`src/rtl/ppe_stream_engine.sv`:
```
// Partial-sum processing element: holds a signed weight row and a spike row, then
// streams one partial sum per output column round-robin to SPEs and requests the next row.
module ppe_stream_engine #(
    parameter int FILTER_SIZE  = 5,
    parameter int IFMAP_SIZE   = 25,
    parameter int WEIGHT_WIDTH = 8,
    parameter int SUM_WIDTH    = 14,
    parameter int NUM_SPE      = 5,
    parameter int ROWS_PER_TS  = 5,
    parameter int PE_ID        = 0,
    parameter int IMEM_ID      = 11
) (
    input  logic        clk,
    input  logic        rst_n,
    input  logic        in_valid,
    output logic        in_ready,
    input  logic [3:0]  in_opcode,
    input  logic [24:0] in_data,
    output logic        out_valid,
    input  logic        out_ready,
    output logic [3:0]  out_dest,
    output logic [3:0]  out_opcode,
    output logic [24:0] out_data,
    output logic        weights_loaded,
    output logic        busy,
    output logic [2:0]  row_cnt,
    output logic        err
);
    localparam int OUTPUT_DIM = IFMAP_SIZE - FILTER_SIZE + 1;
    localparam int IDX_W      = $clog2(IFMAP_SIZE);
    localparam int TAP_W      = $clog2(FILTER_SIZE);
    localparam int WPTR_W     = $clog2(FILTER_SIZE + 1);
    localparam int K          = 25 / WEIGHT_WIDTH;

    typedef enum logic [1:0] {S_IDLE, S_MAC, S_SEND, S_REQ} state_t;

    state_t                         state_q, state_d;
    logic                           in_ready_q, in_ready_d;
    logic                           out_valid_q, out_valid_d;
    logic [3:0]                     out_dest_q, out_dest_d;
    logic [3:0]                     out_opcode_q, out_opcode_d;
    logic [24:0]                    out_data_q, out_data_d;
    logic [WPTR_W-1:0]              wptr_q, wptr_d;
    logic [2:0]                     row_cnt_q, row_cnt_d;
    logic [3:0]                     dest_pe_q, dest_pe_d;
    logic                           err_q, err_d;
    logic [IDX_W-1:0]               col_q, col_d;
    logic [TAP_W-1:0]               tap_q, tap_d;
    logic signed [SUM_WIDTH-1:0]    acc_q, acc_d;
    logic [IFMAP_SIZE-1:0]          spike_q, spike_d;
    logic signed [WEIGHT_WIDTH-1:0] weight_q [FILTER_SIZE];
    logic signed [WEIGHT_WIDTH-1:0] weight_d [FILTER_SIZE];

    function automatic logic signed [SUM_WIDTH-1:0] ext_w(input logic signed [WEIGHT_WIDTH-1:0] w);
        return {{(SUM_WIDTH-WEIGHT_WIDTH){w[WEIGHT_WIDTH-1]}}, w};
    endfunction

    function automatic logic [24:0] ext_out(input logic signed [SUM_WIDTH-1:0] a);
        return {{(25-SUM_WIDTH){a[SUM_WIDTH-1]}}, a};
    endfunction

    logic                        accept, out_hs, loaded, last_tap, last_col, row_more, in_ok;
    logic [2:0]                  row_next;
    logic [WPTR_W-1:0]           wbase;
    logic [IDX_W-1:0]            sidx;
    logic signed [SUM_WIDTH-1:0] term, acc_sum;

    assign accept   = in_valid & in_ready_q;
    assign out_hs   = out_valid_q & out_ready;
    assign loaded   = (wptr_q == WPTR_W'(FILTER_SIZE));
    assign last_tap = (tap_q == TAP_W'(FILTER_SIZE - 1));
    assign last_col = (col_q == IDX_W'(OUTPUT_DIM - 1));
    assign row_next = row_cnt_q + 3'd1;
    assign row_more = (int'(row_next) < ROWS_PER_TS);
    assign in_ok    = loaded && (int'(row_cnt_q) != ROWS_PER_TS);
    // A weight packet on a full row starts a fresh load from tap 0.
    assign wbase    = loaded ? '0 : wptr_q;
    assign sidx     = col_q + IDX_W'(tap_q);
    assign term     = spike_q[sidx] ? ext_w(weight_q[tap_q]) : '0;
    assign acc_sum  = acc_q + term;

    always_comb begin
        state_d = state_q;
        case (state_q)
            S_IDLE: if (accept && in_opcode == 4'd1 && in_ok) state_d = S_MAC;
            S_MAC:  if (last_tap) state_d = S_SEND;
            S_SEND: if (out_hs) state_d = last_col ? (row_more ? S_REQ : S_IDLE) : S_MAC;
            S_REQ:  if (out_hs) state_d = S_IDLE;
            default: state_d = S_IDLE;
        endcase
    end

    always_comb begin
        in_ready_d   = (state_d == S_IDLE);
        out_valid_d  = out_valid_q;
        out_dest_d   = out_dest_q;
        out_opcode_d = out_opcode_q;
        out_data_d   = out_data_q;
        wptr_d       = wptr_q;
        row_cnt_d    = row_cnt_q;
        dest_pe_d    = dest_pe_q;
        err_d        = 1'b0;
        col_d        = col_q;
        tap_d        = tap_q;
        acc_d        = acc_q;
        spike_d      = spike_q;
        weight_d     = weight_q;
        case (state_q)
            S_IDLE: if (accept) begin
                case (in_opcode)
                    4'd0: begin
                        for (int j = 0; j < FILTER_SIZE; j++)
                            for (int k = 0; k < K; k++)
                                if (int'(wbase) + k == j)
                                    weight_d[j] = in_data[(k+1)*WEIGHT_WIDTH-1 -: WEIGHT_WIDTH];
                        wptr_d = (int'(wbase) + K >= FILTER_SIZE) ? WPTR_W'(FILTER_SIZE)
                                                                   : wbase + WPTR_W'(K);
                    end
                    4'd1: begin
                        if (in_ok) begin
                            spike_d = in_data[IFMAP_SIZE-1:0];
                            col_d   = '0;
                            tap_d   = '0;
                            acc_d   = '0;
                        end else begin
                            err_d = 1'b1;
                        end
                    end
                    4'd15: begin
                        row_cnt_d = '0;
                        dest_pe_d = '0;
                    end
                    default: err_d = 1'b1;
                endcase
            end
            S_MAC: begin
                acc_d = acc_sum;
                tap_d = tap_q + TAP_W'(1);
                if (last_tap) begin
                    out_valid_d  = 1'b1;
                    out_dest_d   = dest_pe_q;
                    out_opcode_d = 4'd0;
                    out_data_d   = ext_out(acc_sum);
                end
            end
            S_SEND: if (out_hs) begin
                dest_pe_d    = (dest_pe_q == 4'(NUM_SPE - 1)) ? 4'd0 : dest_pe_q + 4'd1;
                col_d        = col_q + IDX_W'(1);
                out_valid_d  = 1'b0;
                out_dest_d   = '0;
                out_opcode_d = '0;
                out_data_d   = '0;
                tap_d        = '0;
                acc_d        = '0;
                if (last_col) begin
                    row_cnt_d = row_next;
                    // The IMEM request is presented straight after the last sum.
                    if (row_more) begin
                        out_valid_d  = 1'b1;
                        out_dest_d   = 4'(IMEM_ID);
                        out_opcode_d = 4'(PE_ID);
                    end
                end
            end
            S_REQ: if (out_hs) begin
                out_valid_d  = 1'b0;
                out_dest_d   = '0;
                out_opcode_d = '0;
            end
            default: ;
        endcase
    end

    always_ff @(posedge clk or negedge rst_n) begin
        if (!rst_n) begin
            state_q      <= S_IDLE;
            in_ready_q   <= 1'b0;
            out_valid_q  <= 1'b0;
            out_dest_q   <= '0;
            out_opcode_q <= '0;
            out_data_q   <= '0;
            wptr_q       <= '0;
            row_cnt_q    <= '0;
            dest_pe_q    <= '0;
            err_q        <= 1'b0;
            col_q        <= '0;
            tap_q        <= '0;
        end else begin
            state_q      <= state_d;
            in_ready_q   <= in_ready_d;
            out_valid_q  <= out_valid_d;
            out_dest_q   <= out_dest_d;
            out_opcode_q <= out_opcode_d;
            out_data_q   <= out_data_d;
            wptr_q       <= wptr_d;
            row_cnt_q    <= row_cnt_d;
            dest_pe_q    <= dest_pe_d;
            err_q        <= err_d;
            col_q        <= col_d;
            tap_q        <= tap_d;
        end
    end

    always_ff @(posedge clk) begin
        acc_q    <= acc_d;
        spike_q  <= spike_d;
        weight_q <= weight_d;
    end

    assign in_ready       = in_ready_q;
    assign out_valid      = out_valid_q;
    assign out_dest       = out_dest_q;
    assign out_opcode     = out_opcode_q;
    assign out_data       = out_data_q;
    assign weights_loaded = loaded;
    assign busy           = (state_q != S_IDLE);
    assign row_cnt        = row_cnt_q;
    assign err            = err_q;
endmodule

```
`config.mk`:
```
export PLATFORM = sky130hd
export DESIGN_NAME = ppe_stream_engine
export DESIGN_NICKNAME = d
export VERILOG_FILES = /design/src/rtl/ppe_stream_engine.sv
export SDC_FILE = /design/constraint.sdc
export NUM_CORES = 1
export LEC_CHECK = 0
export CAP_MARGIN = 20
export CORE_MARGIN = 1.5
export CORE_UTILIZATION = 35
export CTS_BUF_LIST = sky130_fd_sc_hd__clkbuf_8
export DETAILED_ROUTE_END_ITERATION = 10
export PLACE_DENSITY = 0.61
export SLEW_MARGIN = 10
export SYNTH_ARGS = -nofsm -noshare
export SYNTH_HDL_FRONTEND = slang
export SYNTH_SLANG_ARGS = --single-unit
```
`constraint.sdc`:
```
create_clock -name clk -period 5 [get_ports clk]
set_clock_uncertainty 0.1 [all_clocks]
set_input_delay 0.5 -clock clk [delete_from_list [all_inputs] [get_ports clk]]
set_output_delay 0.5 -clock clk [all_outputs]
set_load 0.05 [all_outputs]
```
==> out/metrics.csv <==
stage,metric,value,unit
clock_tree,clock sinks,120,
clock_tree,CTS Root Cell,clkbuf_8,
global_routing,Global Route Usage Sum,0.175,
cells_and_area,fin area,7880,sq um
sta,Final Hold Viols,0,
cells_and_area,fill count,1744,
critical_path,CP Max Fanout,11,
global_routing,initial antenna violation count,0,
hold_path,hold crit path type,input pin to async pin,
sta,hold_ws,90.0,ps
placed_design,placed cell area,7460,sq um
cells_and_area,most frequent cells in the layout,"edfxtp_1 (79), clkdlybuf4s50_1 (68), nor2_1 (64)",
sta,Setup TNS,0,ps
cells_and_area,layout cells sized above 1,0.120,
die,Die W,141,microns
route,wire per inst,18.0,microns
global_routing,vias in the first global route,4846,
pwr,Max VDD drop,0.000253,V
critical_path,WS Path Type,flip-flop to flip-flop,
critical_path,Setup crit start kind,flip-flop,
clock_tree,total CTS buffers,17,
placed_design,Post-DP HPWL,11.5,mm
cells_and_area,Multi-input gate area,2930,sq um
die,Initial Util,0.355,
die,core region area,18600,sq um
route,Total Wirelength,16.4,mm
die,Die Footprint,19700,sq um
logic_synthesis,"Seq/Total Area, Yosys",0.513,
placed_design,IO buf count,69,
global_routing,largest net degree at the start of global routing,56,
logic_synthesis,"flops & latches, synth",120,
clock_tree,clk_lat worst skew,450,ps
die,boundary pin count,74,
clock_tree,CTS Buffer Depth,2,
route,vias,4906,
route,vias per cell,5.40,
critical_path,CP endpoint kind,flip-flop,
sta,FMAX,212,MHz
logic_synthesis,dominant synthesized flop cell,edfxtp_1,
pwr,leakage power,2.96,nW
sta,Slew @ Worst Pin,957,ps
die,die height,141,microns
clock_tree,CTS Hold Bufs,0,
cells_and_area,"commonest non-fill, non-tap cell in the layout",edfxtp_1,
clock_tree,clk slew on worst S/H paths,70,ps
sta,Tmin final,4720,ps
logic_synthesis,Synth Instances,607,
route,Detail Route Antenna Nets,0,
route,Iter 0 DRT Violations,365,
clock_tree,CTS tree,yes,
placed_design,gpl congestion,0.870,
sta,final setup violation count,0,
global_routing,first-pass GRT wire length,26.2,mm
logic_synthesis,Synth cell types,54,
pwr,power per standard cell area,628,nW/um^2
logic_synthesis,syn avg cell area,10.9,sq um
clock_tree,H-tree levels,4,
logic_synthesis,ys async rst share,0.342,
sta,relative slew slack,0.360,
placed_design,placed instance count,874,
cells_and_area,Area Growth Syn to Fin,19.0,%
logic_synthesis,Post-synth EDFFs,79,
logic_synthesis,mapped cell area,6620,sq um
cells_and_area,ANT cells,0,
sta,setup slack after layout,278,ps
logic_synthesis,Synth warnings,0,
critical_path,CP Data Arrival Time,4820,ps
flow_run,max cap viols,0,
route,DR pass1 iterations,5,
route,DRC violations left,0,
status,status,completed,
sta,Final Slew Violations,0,
cells_and_area,fin cells,908,
sta,Final period util,0.944,
placed_design,Place WS,5.82,ps
critical_path,Crit path required time,5100,ps
cells_and_area,flip-flop and latch area,3400,sq um
global_routing,total gr overflow,0,
cells_and_area,Nets,716,
die,row count,50,
[cell type report]
| type | count | share of cell area |
|---|---|---|
| clock buffers | 17 | 0.0297 |
| clock inverters | 15 | 0.0152 |
| inverters | 16 | 0.00762 |
| multi-input cells | 420 | 0.372 |
| flip-flops and latches | 120 | 0.432 |
| well taps | 234 | 0.0372 |
| repair buffers | 86 | 0.106 |
[cell families (layout without fill, tap and decap cells)]
| family | count (synthesis) | in the layout | share of synthesized area |
|---|---|---|---|
| adder cells (fa/ha/maj) | 22 | 22 | 0.0439 |
| XOR/XNOR | 16 | 16 | 0.0212 |
| buffers and inverters | 70 | 134 | 0.0495 |
| flip-flops | 120 | 120 | 0.513 |
| AO/OA/AOI/OAI | 152 | 152 | 0.144 |
| AND/OR/NAND/NOR | 176 | 176 | 0.127 |
| multiplexers | 50 | 50 | 0.101 |
| other | 1 | 4 | 0.000567 |
[cell usage after synthesis, types with 2 or more instances]
cell,count,area [sq um]
or2_2,5,31.3
nor3b_1,2,15.0
buf_4,15,113
o22a_1,9,78.8
or3_1,6,37.5
o21ai_0,31,155
a22o_1,10,87.6
nand2b_1,9,56.3
nor3_1,19,95.1
nor2b_1,4,25.0
nand4_1,4,25.0
nand2_1,33,124
a21oi_1,53,265
o21ai_1,2,10.0
dfrtp_1,41,1030
mux2i_1,28,280
o21a_1,3,22.5
clkbuf_1,33,124
edfxtp_1,79,2370
and4_1,2,17.5
and2_1,14,87.6
o22ai_1,10,62.6
xnor2_1,13,114
inv_1,15,56.3
buf_1,4,15.0
fa_1,2,40.0
ha_1,20,250
nor4_1,2,12.5
nor2_1,65,244
mux4_2,12,270
a22oi_1,8,60.1
o31ai_1,9,67.6
xor2_1,3,26.3
o211ai_1,2,15.0
mux2_2,8,90.1
nand3_1,8,40.0
a21o_1,2,15.0
a31oi_1,6,37.5
[metrics by stage]
step           power [mW]   util
2_1_floorplan        3.42      -
3_3_place_gp         4.01  0.400
3_5_place_dp         4.07  0.400
4_1_cts              4.90  0.420
5_1_grt              5.27  0.423
6_report             4.95  0.423
[critical path: stages, from the launching register on]
cell     delay [ps]
dfrtp_2         460
ha_1            240
fa_1            510
buf_6           180
mux2i_2         220
mux4_2          250
nand3_1         110
o31ai_4         310
or2_4           210
nor2_1           60
ha_1            220
fa_1            410
a21oi_1         150
o21ai_1         130
a21oi_2         200
nor2_1          100
a21o_1          190
mux2i_1         150
xnor2_1          90
and2_1          150
[power by group]
| group | total [mW] | switching [mW] | leakage (nW) | internal, mW |
|---|---|---|---|---|
| clock network | 0.808 | 0.383 | 0.195 | 0.425 |
| logic | 2.74 | 1.65 | 1.54 | 1.09 |
| registers | 1.40 | 0.128 | 1.23 | 1.28 |
[metal layers]
layer  part of all wire  global-route usage  up-vias
li1                   -                   -     2327
met1               0.44               0.219     2383
met2               0.48               0.285      168
met3              0.060              0.0465       28
met4              0.024              0.0779        0
met5                  0                   0        -
[path summary, 6_finish.rpt]
| check | cells after the start | startpoint | endpoint | slack [ps] |
|---|---|---|---|---|
| min reg2reg | 2 | out_data[11] | out_data[11] | 390 |
| max reg2reg | 19 | col_q[0] | acc_q[12] | 280 |
| min in group clk | 2 | out_data[11] | out_data[11] | 390 |
| min | 1 | rst_n | dest_pe_q[0] | 90 |
| max in group asynchronous | 1 | rst_n | col_q[0] | 4060 |
| max | 19 | col_q[0] | acc_q[12] | 280 |
[what timing repair did]
item,in CTS,in global routing
gates resized for setup,1,9
setup endpoints to repair,2,13
endpoints found under the hold margin,0,0
pin swaps,0,2
gates cloned,0,0
buffers inserted,0,1
[registers in the layout (all words and copies together), names as in the netlist]
name	cells
out_data	14
out_valid	1
spike_q	25
weight_q	40
row_cnt	3
in_ready	1
dest_pe_q	4
wptr_q	3
col_q	5
out_dest	4
state_q	2
err	1
acc_q	14
tap_q	3
Power figures use the tool's default switching activity.
